--- src/rtl/ctrl_pkg.sv ---
// Shared definitions for the memory stage and the ControlUnit that feeds it.
// Holds the stage FSM encoding, the decode constants and an alignment helper.
package ctrl_pkg;

  typedef enum logic [1:0] {
    IDLE   = 2'd0,
    ACCESS = 2'd1,
    RESP   = 2'd2
  } mem_state_e;

  // Opcode encodings decoded by ControlUnit
  localparam logic [6:0] OP_RTYPE  = 7'b0110011;
  localparam logic [6:0] OP_ITYPE  = 7'b0010011;
  localparam logic [6:0] OP_LOAD   = 7'b0000011;
  localparam logic [6:0] OP_STORE  = 7'b0100011;
  localparam logic [6:0] OP_BRANCH = 7'b1100011;

  // aluOp encodings driven by ControlUnit
  localparam logic [1:0] ALUOP_ADD   = 2'b00;
  localparam logic [1:0] ALUOP_SUB   = 2'b01;
  localparam logic [1:0] ALUOP_FUNCT = 2'b10;

  function automatic logic word_aligned(input logic [1:0] addr_lsb);
    return addr_lsb == 2'b00;
  endfunction

endpackage

--- src/rtl/access_timer.sv ---
// Counts cycles spent waiting for the data memory.
// expired is asserted while the count equals TIMEOUT.
module access_timer #(
  parameter int TIMEOUT = 15
) (
  input  logic clk,
  input  logic rst_n,
  input  logic clear,
  input  logic enable,
  output logic expired
);

  localparam int CW = $clog2(TIMEOUT + 1);

  logic [CW-1:0] count_q;
  logic [CW-1:0] count_d;

  // Saturates at TIMEOUT so a missed clear can never wrap into a false restart
  always_comb begin
    count_d = count_q;
    if (clear) begin
      count_d = '0;
    end else if (enable && (count_q != CW'(TIMEOUT))) begin
      count_d = count_q + 1'b1;
    end
  end

  always_ff @(posedge clk) begin
    if (!rst_n) begin
      count_q <= '0;
    end else begin
      count_q <= count_d;
    end
  end

  assign expired = (count_q == CW'(TIMEOUT));

endmodule

--- src/rtl/mem_stage_ctrl.sv ---
// Memory-access stage: runs a req/ack data-memory handshake for loads/stores
// and emits one writeback beat per accepted instruction.
module mem_stage_ctrl
  import ctrl_pkg::*;
#(
  parameter int ADDR_W  = 32,
  parameter int DATA_W  = 32,
  parameter int TIMEOUT = 15
) (
  input  logic              clk,
  input  logic              rst_n,
  input  logic              in_valid,
  output logic              in_ready,
  input  logic              reg_write,
  input  logic              mem_write,
  input  logic              mem_read,
  input  logic [DATA_W-1:0] alu_result,
  input  logic [DATA_W-1:0] store_data,
  input  logic [4:0]        rd,
  output logic              dmem_req,
  output logic              dmem_we,
  output logic [ADDR_W-1:0] dmem_addr,
  output logic [DATA_W-1:0] dmem_wdata,
  input  logic              dmem_ack,
  input  logic [DATA_W-1:0] dmem_rdata,
  output logic              wb_valid,
  output logic              wb_reg_write,
  output logic [4:0]        wb_rd,
  output logic [DATA_W-1:0] wb_data,
  output logic              stall,
  output logic              bus_err
);

  mem_state_e        state_q, state_d;
  logic              dmem_req_q, dmem_req_d;
  logic              dmem_we_q, dmem_we_d;
  logic [ADDR_W-1:0] dmem_addr_q, dmem_addr_d;
  logic [DATA_W-1:0] dmem_wdata_q, dmem_wdata_d;
  logic              reg_write_cap_q, reg_write_cap_d;
  logic              wb_reg_write_q, wb_reg_write_d;
  logic [4:0]        wb_rd_q, wb_rd_d;
  logic [DATA_W-1:0] wb_data_q, wb_data_d;
  logic              bus_err_q, bus_err_d;
  logic              timer_expired;
  logic              timer_run;

  always_comb begin
    state_d         = state_q;
    dmem_req_d      = dmem_req_q;
    dmem_we_d       = dmem_we_q;
    dmem_addr_d     = dmem_addr_q;
    dmem_wdata_d    = dmem_wdata_q;
    reg_write_cap_d = reg_write_cap_q;
    wb_reg_write_d  = wb_reg_write_q;
    wb_rd_d         = wb_rd_q;
    wb_data_d       = wb_data_q;
    bus_err_d       = 1'b0;

    case (state_q)
      IDLE: begin
        if (in_valid) begin
          wb_rd_d         = rd;
          reg_write_cap_d = reg_write;
          if (!mem_read && !mem_write) begin
            wb_data_d      = alu_result;
            wb_reg_write_d = reg_write;
            state_d        = RESP;
          end else if ((mem_read ^ mem_write) && word_aligned(alu_result[1:0])) begin
            dmem_req_d   = 1'b1;
            dmem_we_d    = mem_write;
            dmem_addr_d  = alu_result[ADDR_W-1:0];
            dmem_wdata_d = store_data;
            state_d      = ACCESS;
          end else begin
            // Conflicting flags or misaligned address: never touch memory
            bus_err_d      = 1'b1;
            wb_reg_write_d = 1'b0;
            state_d        = RESP;
          end
        end
      end
      ACCESS: begin
        if (dmem_ack) begin
          dmem_req_d = 1'b0;
          state_d    = RESP;
          if (dmem_we_q) begin
            wb_reg_write_d = 1'b0;
          end else begin
            wb_data_d      = dmem_rdata;
            wb_reg_write_d = reg_write_cap_q;
          end
        end else if (timer_expired) begin
          dmem_req_d     = 1'b0;
          bus_err_d      = 1'b1;
          wb_reg_write_d = 1'b0;
          state_d        = RESP;
        end
      end
      RESP: begin
        state_d = IDLE;
      end
      default: begin
        state_d    = IDLE;
        dmem_req_d = 1'b0;
      end
    endcase
  end

  always_ff @(posedge clk) begin
    if (!rst_n) begin
      state_q         <= IDLE;
      dmem_req_q      <= 1'b0;
      dmem_we_q       <= 1'b0;
      dmem_addr_q     <= '0;
      dmem_wdata_q    <= '0;
      reg_write_cap_q <= 1'b0;
      wb_reg_write_q  <= 1'b0;
      wb_rd_q         <= '0;
      wb_data_q       <= '0;
      bus_err_q       <= 1'b0;
    end else begin
      state_q         <= state_d;
      dmem_req_q      <= dmem_req_d;
      dmem_we_q       <= dmem_we_d;
      dmem_addr_q     <= dmem_addr_d;
      dmem_wdata_q    <= dmem_wdata_d;
      reg_write_cap_q <= reg_write_cap_d;
      wb_reg_write_q  <= wb_reg_write_d;
      wb_rd_q         <= wb_rd_d;
      wb_data_q       <= wb_data_d;
      bus_err_q       <= bus_err_d;
    end
  end

  // Counting on the next state makes the count equal the ACCESS cycle number
  assign timer_run = (state_d == ACCESS);

  access_timer #(
    .TIMEOUT(TIMEOUT)
  ) u_timer (
    .clk    (clk),
    .rst_n  (rst_n),
    .clear  (!timer_run),
    .enable (timer_run),
    .expired(timer_expired)
  );

  assign in_ready     = (state_q == IDLE);
  assign stall        = in_valid & ~in_ready;
  assign wb_valid     = (state_q == RESP);
  assign dmem_req     = dmem_req_q;
  assign dmem_we      = dmem_we_q;
  assign dmem_addr    = dmem_addr_q;
  assign dmem_wdata   = dmem_wdata_q;
  assign wb_reg_write = wb_reg_write_q;
  assign wb_rd        = wb_rd_q;
  assign wb_data      = wb_data_q;
  assign bus_err      = bus_err_q;

endmodule

--- config.mk ---
export PLATFORM = sky130hd
export DESIGN_NAME = mem_stage_ctrl
export DESIGN_NICKNAME = d
export VERILOG_FILES = /design/src/rtl/ctrl_pkg.sv /design/src/rtl/access_timer.sv /design/src/rtl/mem_stage_ctrl.sv
export SDC_FILE = /design/constraint.sdc
export NUM_CORES = 1
export LEC_CHECK = 0
export BUFFER_PORTS_ARGS = -buffer_cell sky130_fd_sc_hd__clkbuf_2
export CAP_MARGIN = 0
export CORE_ASPECT_RATIO = 1.4
export CORE_MARGIN = 2
export CORE_UTILIZATION = 30
export CTS_CLUSTER_SIZE = 8
export DETAILED_ROUTE_END_ITERATION = 6
export GPL_TIMING_DRIVEN = 0
export HOLD_SLACK_MARGIN = 0.06
export REMOVE_ABC_BUFFERS = 1
export SYNTH_ARGS = -nofsm -noshare
export SYNTH_HDL_FRONTEND = slang
export SYNTH_SLANG_ARGS = --single-unit
--- constraint.sdc ---
create_clock -name clk -period 2 [get_ports clk]
set_input_delay 0.4 -clock clk [delete_from_list [all_inputs] [get_ports clk]]
set_output_delay 0.4 -clock clk [all_outputs]
set_load 0.1 [all_outputs]
==> results of run 1 <==
==> power groups by stage <==
stage,clock network (W),logic [W],registers (W)
2_1_floorplan,0,0.000225,0.00292
3_3_place_gp,0,0.00101,0.00240
3_5_place_dp,0,0.00102,0.00240
4_1_cts,0.00193,0.00105,0.00235
5_1_grt,0.00203,0.00110,0.00236
6_report,0.00186,0.00105,0.00235
==> per-stage QoR <==
stage / instance area, um2 / util
finish: 5950 / 0.428
global route: 5950 / 0.428
CTS: 5910 / 0.425
detailed placement: 5510 / 0.396
global placement: 5400 / 0.388
floorplan: 4090 / -
==> synthesized netlist by cell type, drive strengths merged (2+ instances only) <==
library cell / count
and3: 5
inv: 7
nor2: 39
nand3b: 3
buf: 10
ha: 2
mux2i: 2
clkbuf: 34
nor2b: 3
a311oi: 32
a21oi: 74
nor3: 2
a211oi: 2
nand2: 204
dfxtp: 112
o21ai: 2
nand2b: 2
==> worst min-delay path by stage <==
stage                       to  slack, ns  depth (start not counted)
2_1_floorplan  reg_write_cap_q       0.44                          2
3_3_place_gp     dmem_wdata[4]       0.44                          2
3_5_place_dp    dmem_wdata[22]       0.45                          2
4_1_cts          dmem_wdata[4]       0.25                          3
5_1_grt         dmem_wdata[24]       0.25                          3
6_report              wb_rd[3]       0.26                          3
==> routing by layer <==
metal  global-route usage  wire, um  vias to the layer above
met5                    0         0                        -
met4               0.0927       379                        0
met3               0.0287       597                       20
met2                0.315      7240                      123
met1                0.205      5850                     1937
li1                     -         -                     2203
==> state kept, by name (all words and copies together) (netlist names) <==
register and flops:
wb_reg_write 1, dmem_addr 32, wb_data 32, reg_write_cap_q 1
dmem_wdata 32, state_q 2, u_timer.count_q 4, bus_err 1
dmem_req 1, dmem_we 1, wb_rd 5
==> logic make-up after synthesis <==
family | Yosys count
AND/OR/NAND/NOR | 266
XOR/XNOR | 1
buffers and inverters | 51
multiplexers | 2
AO/OA/AOI/OAI | 112
adder cells (fa/ha/maj) | 2
flip-flops | 112
==> cell type report <==
| class | count | area [um2] | share of cell area |
|---|---|---|---|
| flip-flops and latches | 112 | 2240 | 0.377 |
| multi-input cells | 387 | 1910 | 0.322 |
| repair buffers | 225 | 1220 | 0.206 |
| clock buffers | 10 | 239 | 0.0402 |
| well taps | 185 | 231 | 0.0389 |
| clock inverters | 5 | 66.3 | 0.0111 |
| inverters | 7 | 28.8 | 0.00484 |
==> worst max-delay path, stage by stage <==
cell      delay [ns]
clkbuf_2        0.10
inv_1           0.05
ha_1            0.29
or4b_4          0.49
or2_4           0.29
buf_12          0.17
a21o_4          0.24
nor3_2          0.15
==> timing repair <==
| action | CTS | global route |
|---|---|---|
| setup buffers | 4 | 2 |
| pin swaps | 3 | 0 |
| gates cloned | 3 | 1 |
| endpoints found under the setup margin | 92 | 38 |
| resized for setup | 8 | 4 |
==> out/metrics.cfg, run 1 <==
[global_routing]
antenna_found_initial=0
grt_max_degree=65
grt_pass1_vias=4124
grt_usage=0.178
gr-total-overflow=0
grt_pass1_wl_mm=21.6

[layout]
layout.cells.non_filler=931
layout-drive-gt1-share=0.345
syn_to_final_growth_pct=38.8
fillCellCount=1528
antenna_cells=0
layout_commonest_cell=clkbuf_2
nets=852
layout_common_cells=213 x clkbuf_2, 204 x nand2_1, 110 x dfxtp_1, 73 x a21oi_1, 38 x nor2_1

[yosys]
async_flop_share=0
netlist_area_um2=4290
yosysUniqueCellTypes=34
synthCells=546
synth-simple-area-share=0.250
synth_compound_area_frac=0.164
synth_top_area_cell=dfxtp_1
yosysWarnings=0
synth_top_family_by_area=simple AND/OR/NAND/NOR gates
synth-edff-count=0
synth_fa_ha_area_frac=0.00584
synthXorXnorAreaFrac=0.00204
muxShareOfSynthArea=0.00467
ys.flop_type=dfxtp_1
ys_seq_area_frac=0.523
syn_area_per_cell_um2=7.85
yosysTopAreaCellShare=0.523
synthTopCellsByArea=dfxtp_1 52%, nand2_1 18%, a21oi_1 8.5%
ys_seq_elements=112

[power_and_ir_drop]
p_int_w=0.00355
switchingPower_w=0.00171
swShare=0.325
combPwrFrac=0.199
p_seq_frac=0.448
finalPower_w=0.00525
cellLeakagePower_nw=2.59
power.clock.fraction=0.353
irDropWorstVdd_mv=0.463
cellPowerDensity_nw_per_um2=883

[worst_setup_path]
arrival_ns=2.20
r2r-end=u_timer.count_q[2]
rrSetupSlack_ns=0.11
crit_start=mem_write
r2r_start=state_q[1]
cp-endpoint=u_timer.count_q[2]
cp_max_fo=40
crit_path_start_kind=input port
critical_path_class=in2reg
reg2reg_depth=5
end_kind=flop
crit_required_ns=2.28

[sta]
relSlewSlack=0.358
final.setup_skew_ns=0.0118
hold_slack_ns=0.264
fmax_mhz=521
finalSetupTns_ns=0
tightest_slew_ns=0.959
final_max_slew_viol_count=0
finalHoldViolCount=0
rsz0062_at_grt=false
fin_crit_sh=0.960
setup_viol=0
layout_setup_ws_ns=0.0807
layout_min_cycle_time_ns=1.92

[route]
wl_per_cell_um=15.1
dr.pass1.iters=5
vias=4283
drtAntennaViolNets=0
routed_wl_mm=14.1
detail_route.vias_per_cell=4.60
drt-initial-drc-count=116
post-route-drc-count=0

[clock_tree]
cts_hold_buf=0
clock_sinks=112
clkTransAtPathRegs_ns=0.07
worstSkewPairLatency_ns=0.35
cts_tree=yes
cts_buffers=9
cts.path.max_buffers=2
cts_root_buf=clkbuf_16
htree_levels=3

[placed_design]
place_ws_ns=-0.781
port_buffers=215
numPlacedInstances=906
hpwl_mm=9.01
gp_congestion=0.802

[min_path]
hp-class=in2reg
hold_start=rd[3]

[floorplan]
die_x_um=105
initial_core_util=0.308
die_y_um=145
rows=51
ios=216
core_um2=13900
dieArea_um2=15300

[run]
cap_violations=0

[run_status]
status=finished, final reports clean

(Power assumes the default switching activity.)
==> run 2, diff against run 1 <==
- CORE_ASPECT_RATIO: 1.4 -> 0.6
==> run 2 against run 1 <==
First-iteration DRC count is 85% higher. Largest cell class unchanged. Non-clock buffer count rose by 2. Clock skew hardly changed.
==> out/metrics.cfg, run 2 (synthesis gave the netlist of run 1 again) <==
[layout]
layout_common_cells=213 x clkbuf_2, 204 x nand2_1, 111 x dfxtp_1, 73 x a21oi_1, 38 x nor2_1
multi_input_area_um2=1890  ; -1.1%
antenna_cells=0  ; unchanged
fillCellCount=1503  ; -1.6%
design_area_um2=6000  ; +0.80%
final_util=0.435  ; +0.00717
syn_to_final_growth_pct=39.9
layout_commonest_cell=clkbuf_2
layout-drive-gt1-share=0.343  ; -0.00180
seq_area_um2=2240  ; about the same
nets=852  ; unchanged
layout.cells.non_filler=939  ; +0.86%

[worst_setup_path]
end_kind=flop
crit_path_start_kind=input port
crit_required_ns=2.27  ; about the same
critPathMaxStageDelay_ns=0.52  ; +0.03 ns
crit_chain=clkbuf_2 > inv_1 > ha_1 > or4b_4 > or2_4 > buf_16 > a21o_4 > nor3_4
slowest_stage=or4b_4
critical_path_class=in2reg
arrival_ns=2.22  ; +0.02 ns
cp_max_fo=26  ; -35%

[sta]
hold_slack_ns=0.265  ; +0.000430 ns
final_max_slew_viol_count=0  ; unchanged
fin_crit_sh=0.976  ; +0.0165
relSlewSlack=0.610  ; +0.253
setup_viol=0  ; unchanged
final.setup_skew_ns=0.0114  ; -0.000399 ns
tightest_slew_ns=0.587  ; -0.372 ns
finalHoldViolCount=0  ; unchanged
rsz0062_at_grt=false
layout_min_cycle_time_ns=1.95  ; +0.0329 ns
fmax_mhz=512  ; -1.7%
layout_setup_ws_ns=0.0477  ; -0.0329 ns

[placed_design]
dpl_cell_area_um2=5610  ; +1.8%
hpwl_mm=9.37  ; +4.0%
gp_congestion=0.742  ; -7.4%
port_buffers=215  ; unchanged
place_ws_ns=-0.692  ; +0.0883 ns
numPlacedInstances=916  ; +1.1%

[floorplan]
initial_core_util=0.311  ; +0.00268
core_um2=13800  ; -0.86%
die_x_um=158  ; +51%
die_y_um=96.6  ; -34%
dieArea_um2=15300  ; +0.12%
ios=216  ; unchanged
rows=33  ; -35%

[run]
cap_violations=0  ; unchanged

[clock_tree]
worstSkewPairLatency_ns=0.35  ; about the same
clock_sinks=112  ; unchanged
clkTransAtPathRegs_ns=0.08  ; about the same
cts_root_buf=clkbuf_16
cts_tree=yes
cts.path.max_buffers=2  ; unchanged
cts_buffers=9  ; unchanged
htree_levels=3  ; unchanged
cts_hold_buf=0  ; unchanged

[route]
vias=4316  ; +0.77%
drt-initial-drc-count=215  ; +85%
post-route-drc-count=0  ; unchanged
dr.pass1.iters=4  ; -1
drtAntennaViolNets=0  ; unchanged
detail_route.vias_per_cell=4.60  ; about the same
routed_wl_mm=13.5  ; -3.8%
wl_per_cell_um=14.4  ; -4.6%

[power_and_ir_drop]
cellLeakagePower_nw=2.61  ; +0.67%
irDropWorstVdd_mv=0.496  ; +7.0%
cellPowerDensity_nw_per_um2=859  ; -2.8%

[run_status]
status=finished, final reports clean

[min_path]
hp-class=in2reg

[global_routing]
grt_pass1_vias=3823  ; -7.3%
grt_pass1_wl_mm=20.2  ; -6.5%
grt_max_degree=56  ; -14%
grt_usage=0.171  ; -0.00653
gr-total-overflow=0  ; unchanged
antenna_found_initial=0  ; unchanged

==> run 2: worst paths after layout <==
kind	cells past startpoint	start	to	slack, ns
max	8	mem_write	u_timer.count_q[2]	0.05
min	3	store_data[30]	dmem_wdata[30]	0.26
max reg2reg	5	state_q[1]	u_timer.count_q[2]	0.09
min reg2reg	2	dmem_addr[26]	dmem_addr[26]	0.45
==> run 2: layout make-up <==
cell class	count	area share
Sequential cell	112	0.374
Clock inverter	5	0.00647
Tap cell	192	0.0401
Timing Repair Buffer	227	0.218
Inverter	7	0.00480
Multi-Input combinational cell	385	0.316
Clock buffer	11	0.0405
==> run 2: what timing repair did <==
item / 4_1_cts / 5_1_grt
gates cloned: 2 / 0
gates resized for setup: 6 / 5
setup buffers: 3 / 2
endpoints found under the setup margin: 72 / 19
pin swaps: 2 / 1
==> run 2: critical path, delay by kind of cell <==
kind / cells / cell delay [ns]
simple gates: 3 / 0.99
buf+inv: 3 / 0.30
fa+ha+maj: 1 / 0.29
compound gates: 1 / 0.24
==> run 2: per-stage QoR <==
| stage | TNS [ns] | power [W] |
|---|---|---|
| 2_1_floorplan | -81.33 | 0.00315 |
| 3_3_place_gp | -192.32 | 0.00341 |
| 3_5_place_dp | -40.29 | 0.00344 |
| 4_1_cts | -0.0304 | 0.00521 |
| 5_1_grt | 0 | 0.00537 |
| 6_report | 0 | 0.00515 |
==> run 2: where the power goes <==
group / total, W / switching, W / internal, W
registers: 0.00235 / 0.0000433 / 0.00231
clock network: 0.00174 / 0.000853 / 0.000892
logic: 0.00106 / 0.000818 / 0.000238
==> run 2: metal layers <==
metal  up-vias  routed length [um]  global-route usage  part of all wire
li1       2205                   -                   -                 -
met1      1934                6350               0.232              0.47
met2       168                5640               0.254              0.42
met3         9                1460              0.0718              0.11
met4         0                  83              0.0405            0.0061
met5         -                   0                   0                 0
==> run 3, diff against run 2 <==
- CORE_UTILIZATION: 30 -> 40
- PLACE_DENSITY: unset -> 0.74
==> run 3 against run 2 <==
Utilization is 13 points higher. Worst hold slack better by 0.0029 ns. Design area is 1.8% lower. Highest routed layer unchanged. Cell count is 5.8% lower. Critical path depth stayed put. Setup slack worse by 0.0030 ns.
==> out/metrics.cfg, run 3 (synthesis gave the netlist of run 1 again) <==
[floorplan]
rows=29  ; -12%
dieArea_um2=11600  ; -24%
core_um2=10500  ; -24%
die_y_um=84.2  ; -13%
die_x_um=138  ; -13%
initial_core_util=0.409  ; +0.0979
ios=216  ; unchanged

[sta]
layout_min_cycle_time_ns=1.96  ; +0.00298 ns
hold_slack_ns=0.267  ; +0.00294 ns
finalHoldViolCount=0  ; unchanged
relSlewSlack=0.399  ; -0.211
finalSetupTns_ns=0  ; unchanged
tightest_slew_ns=0.899  ; +0.312 ns
fmax_mhz=511  ; -0.15%
final_max_slew_viol_count=0  ; unchanged
fin_crit_sh=0.978  ; +0.00149
setup_viol=0  ; unchanged
final.setup_skew_ns=0.00709  ; -0.00435 ns

[layout]
antenna_cells=0  ; unchanged
multi_input_area_um2=1880  ; -0.60%
layout_common_cells=213 x clkbuf_2, 204 x nand2_1, 110 x dfxtp_1, 73 x a21oi_1, 38 x nor2_1
seq_area_um2=2240  ; about the same
fillCellCount=991  ; -34%
syn_to_final_growth_pct=37.3
nets=851  ; -0.12%
layout_commonest_cell=clkbuf_2
layout-drive-gt1-share=0.345  ; +0.00180

[power_and_ir_drop]
irDropWorstVdd_mv=0.474  ; -4.3%
cellLeakagePower_nw=2.60  ; -0.33%
cellPowerDensity_nw_per_um2=888  ; +3.4%

[global_routing]
grt_pass1_wl_mm=19.6  ; -3.1%
grt_pass1_vias=3982  ; +4.2%
gr-total-overflow=0  ; unchanged
grt_usage=0.215  ; +0.0439
antenna_found_initial=0  ; unchanged
grt_max_degree=56  ; unchanged

[worst_setup_path]
critical_path_class=in2reg
crit_path_start_kind=input port
arrival_ns=2.23  ; about the same
slowest_stage=or4b_4
crit_required_ns=2.27  ; about the same
r2r_start=state_q[0]
critPathMaxStageDelay_ns=0.53  ; about the same
crit_start=mem_write
cp_max_fo=38  ; +46%
cp_num_buf_inv=3  ; unchanged
crit_chain=clkbuf_2 > inv_1 > ha_1 > or4b_4 > or2_4 > buf_12 > a21o_4 > nor3_2
cpLargestDelayFamily=simple AND/OR/NAND/NOR gates
end_kind=flop

[min_path]
hold_start=store_data[31]
hp-class=in2reg

[route]
drtAntennaViolNets=0  ; unchanged
wl_per_cell_um=14.4  ; about the same
dr.pass1.iters=5  ; +1
post-route-drc-count=0  ; unchanged
detail_route.vias_per_cell=4.98  ; +8.4%
routed_wl_mm=12.8  ; -5.7%
drt-initial-drc-count=189  ; -12%
vias=4408  ; +2.1%

[placed_design]
hpwl_mm=8.64  ; -7.8%
port_buffers=215  ; unchanged
gp_congestion=0.782  ; +5.4%

[clock_tree]
htree_levels=3  ; unchanged
cts_hold_buf=0  ; unchanged
cts.path.max_buffers=2  ; unchanged
cts_buffers=9  ; unchanged
clock_sinks=112  ; unchanged
cts_tree=yes
cts_root_buf=clkbuf_16
clkTransAtPathRegs_ns=0.08  ; about the same
worstSkewPairLatency_ns=0.34  ; about the same

[run]
cap_violations=0  ; unchanged

[run_status]
status=finished, final reports clean

-- run 3: layer usage --
| layer | track usage | wire, um | vias up |
|---|---|---|---|
| li1 | - | - | 2202 |
| met1 | 0.268 | 5510 | 1996 |
| met2 | 0.355 | 5830 | 198 |
| met3 | 0.0785 | 1310 | 12 |
| met4 | 0.0553 | 106 | 0 |
| met5 | 0 | 0 | - |
-- run 3: where the power goes --
group	internal (W)	total [W]	leakage [nW]	switching [W]
combinational	0.000232	0.00105	1.54	0.000814
clock	0.000988	0.00183	0.152	0.000838
sequential	0.00231	0.00235	0.910	0.0000454
-- run 3: layout make-up --
| class | instances | share of cell area |
|---|---|---|
| Sequential cell | 112 | 0.381 |
| Multi-Input combinational cell | 385 | 0.320 |
| Timing Repair Buffer | 226 | 0.213 |
| Clock buffer | 9 | 0.0383 |
| Tap cell | 139 | 0.0295 |
| Clock inverter | 7 | 0.0132 |
| Inverter | 7 | 0.00489 |
-- run 3: what timing repair did --
item | 4_1_cts | 5_1_grt
gates resized for setup | 6 | 3
cloned | 2 | 0
setup buffers | 3 | 3
endpoints found under the setup margin | 84 | 23
hold endpoints to repair | 0 | 0
pin swaps | 3 | 1
-- run 3: tightest hold or removal path, stage by stage --
cell and delay [ns]:
clkbuf_2 0.08, nand2_1 0.04, a21oi_1 0.05
-- run 3: final timing paths --
path	to	depth (start not counted)	slack, ns
max	u_timer.count_q[2]	8	0.04
min	dmem_wdata[31]	3	0.27
max reg2reg	u_timer.count_q[2]	5	0.14
min reg2reg	dmem_wdata[29]	2	0.45
-- run 3: per-stage QoR --
stage / total power (W) / setup WS [ns] / instance area [um2] / std cells / utilization
6_report: 0.00522 / 0.0447 / 5890 / 885 / 0.561
3_5_place_dp: 0.00343 / -0.736 / 5480 / 861 / 0.523
4_1_cts: 0.00527 / 0.00510 / 5850 / 882 / 0.558
5_1_grt: 0.00542 / -0.00794 / 5890 / 885 / 0.561
2_1_floorplan: 0.00315 / -1.02 / 4090 / 502 / -
3_3_place_gp: 0.00339 / -1.78 / 5340 / 856 / 0.510
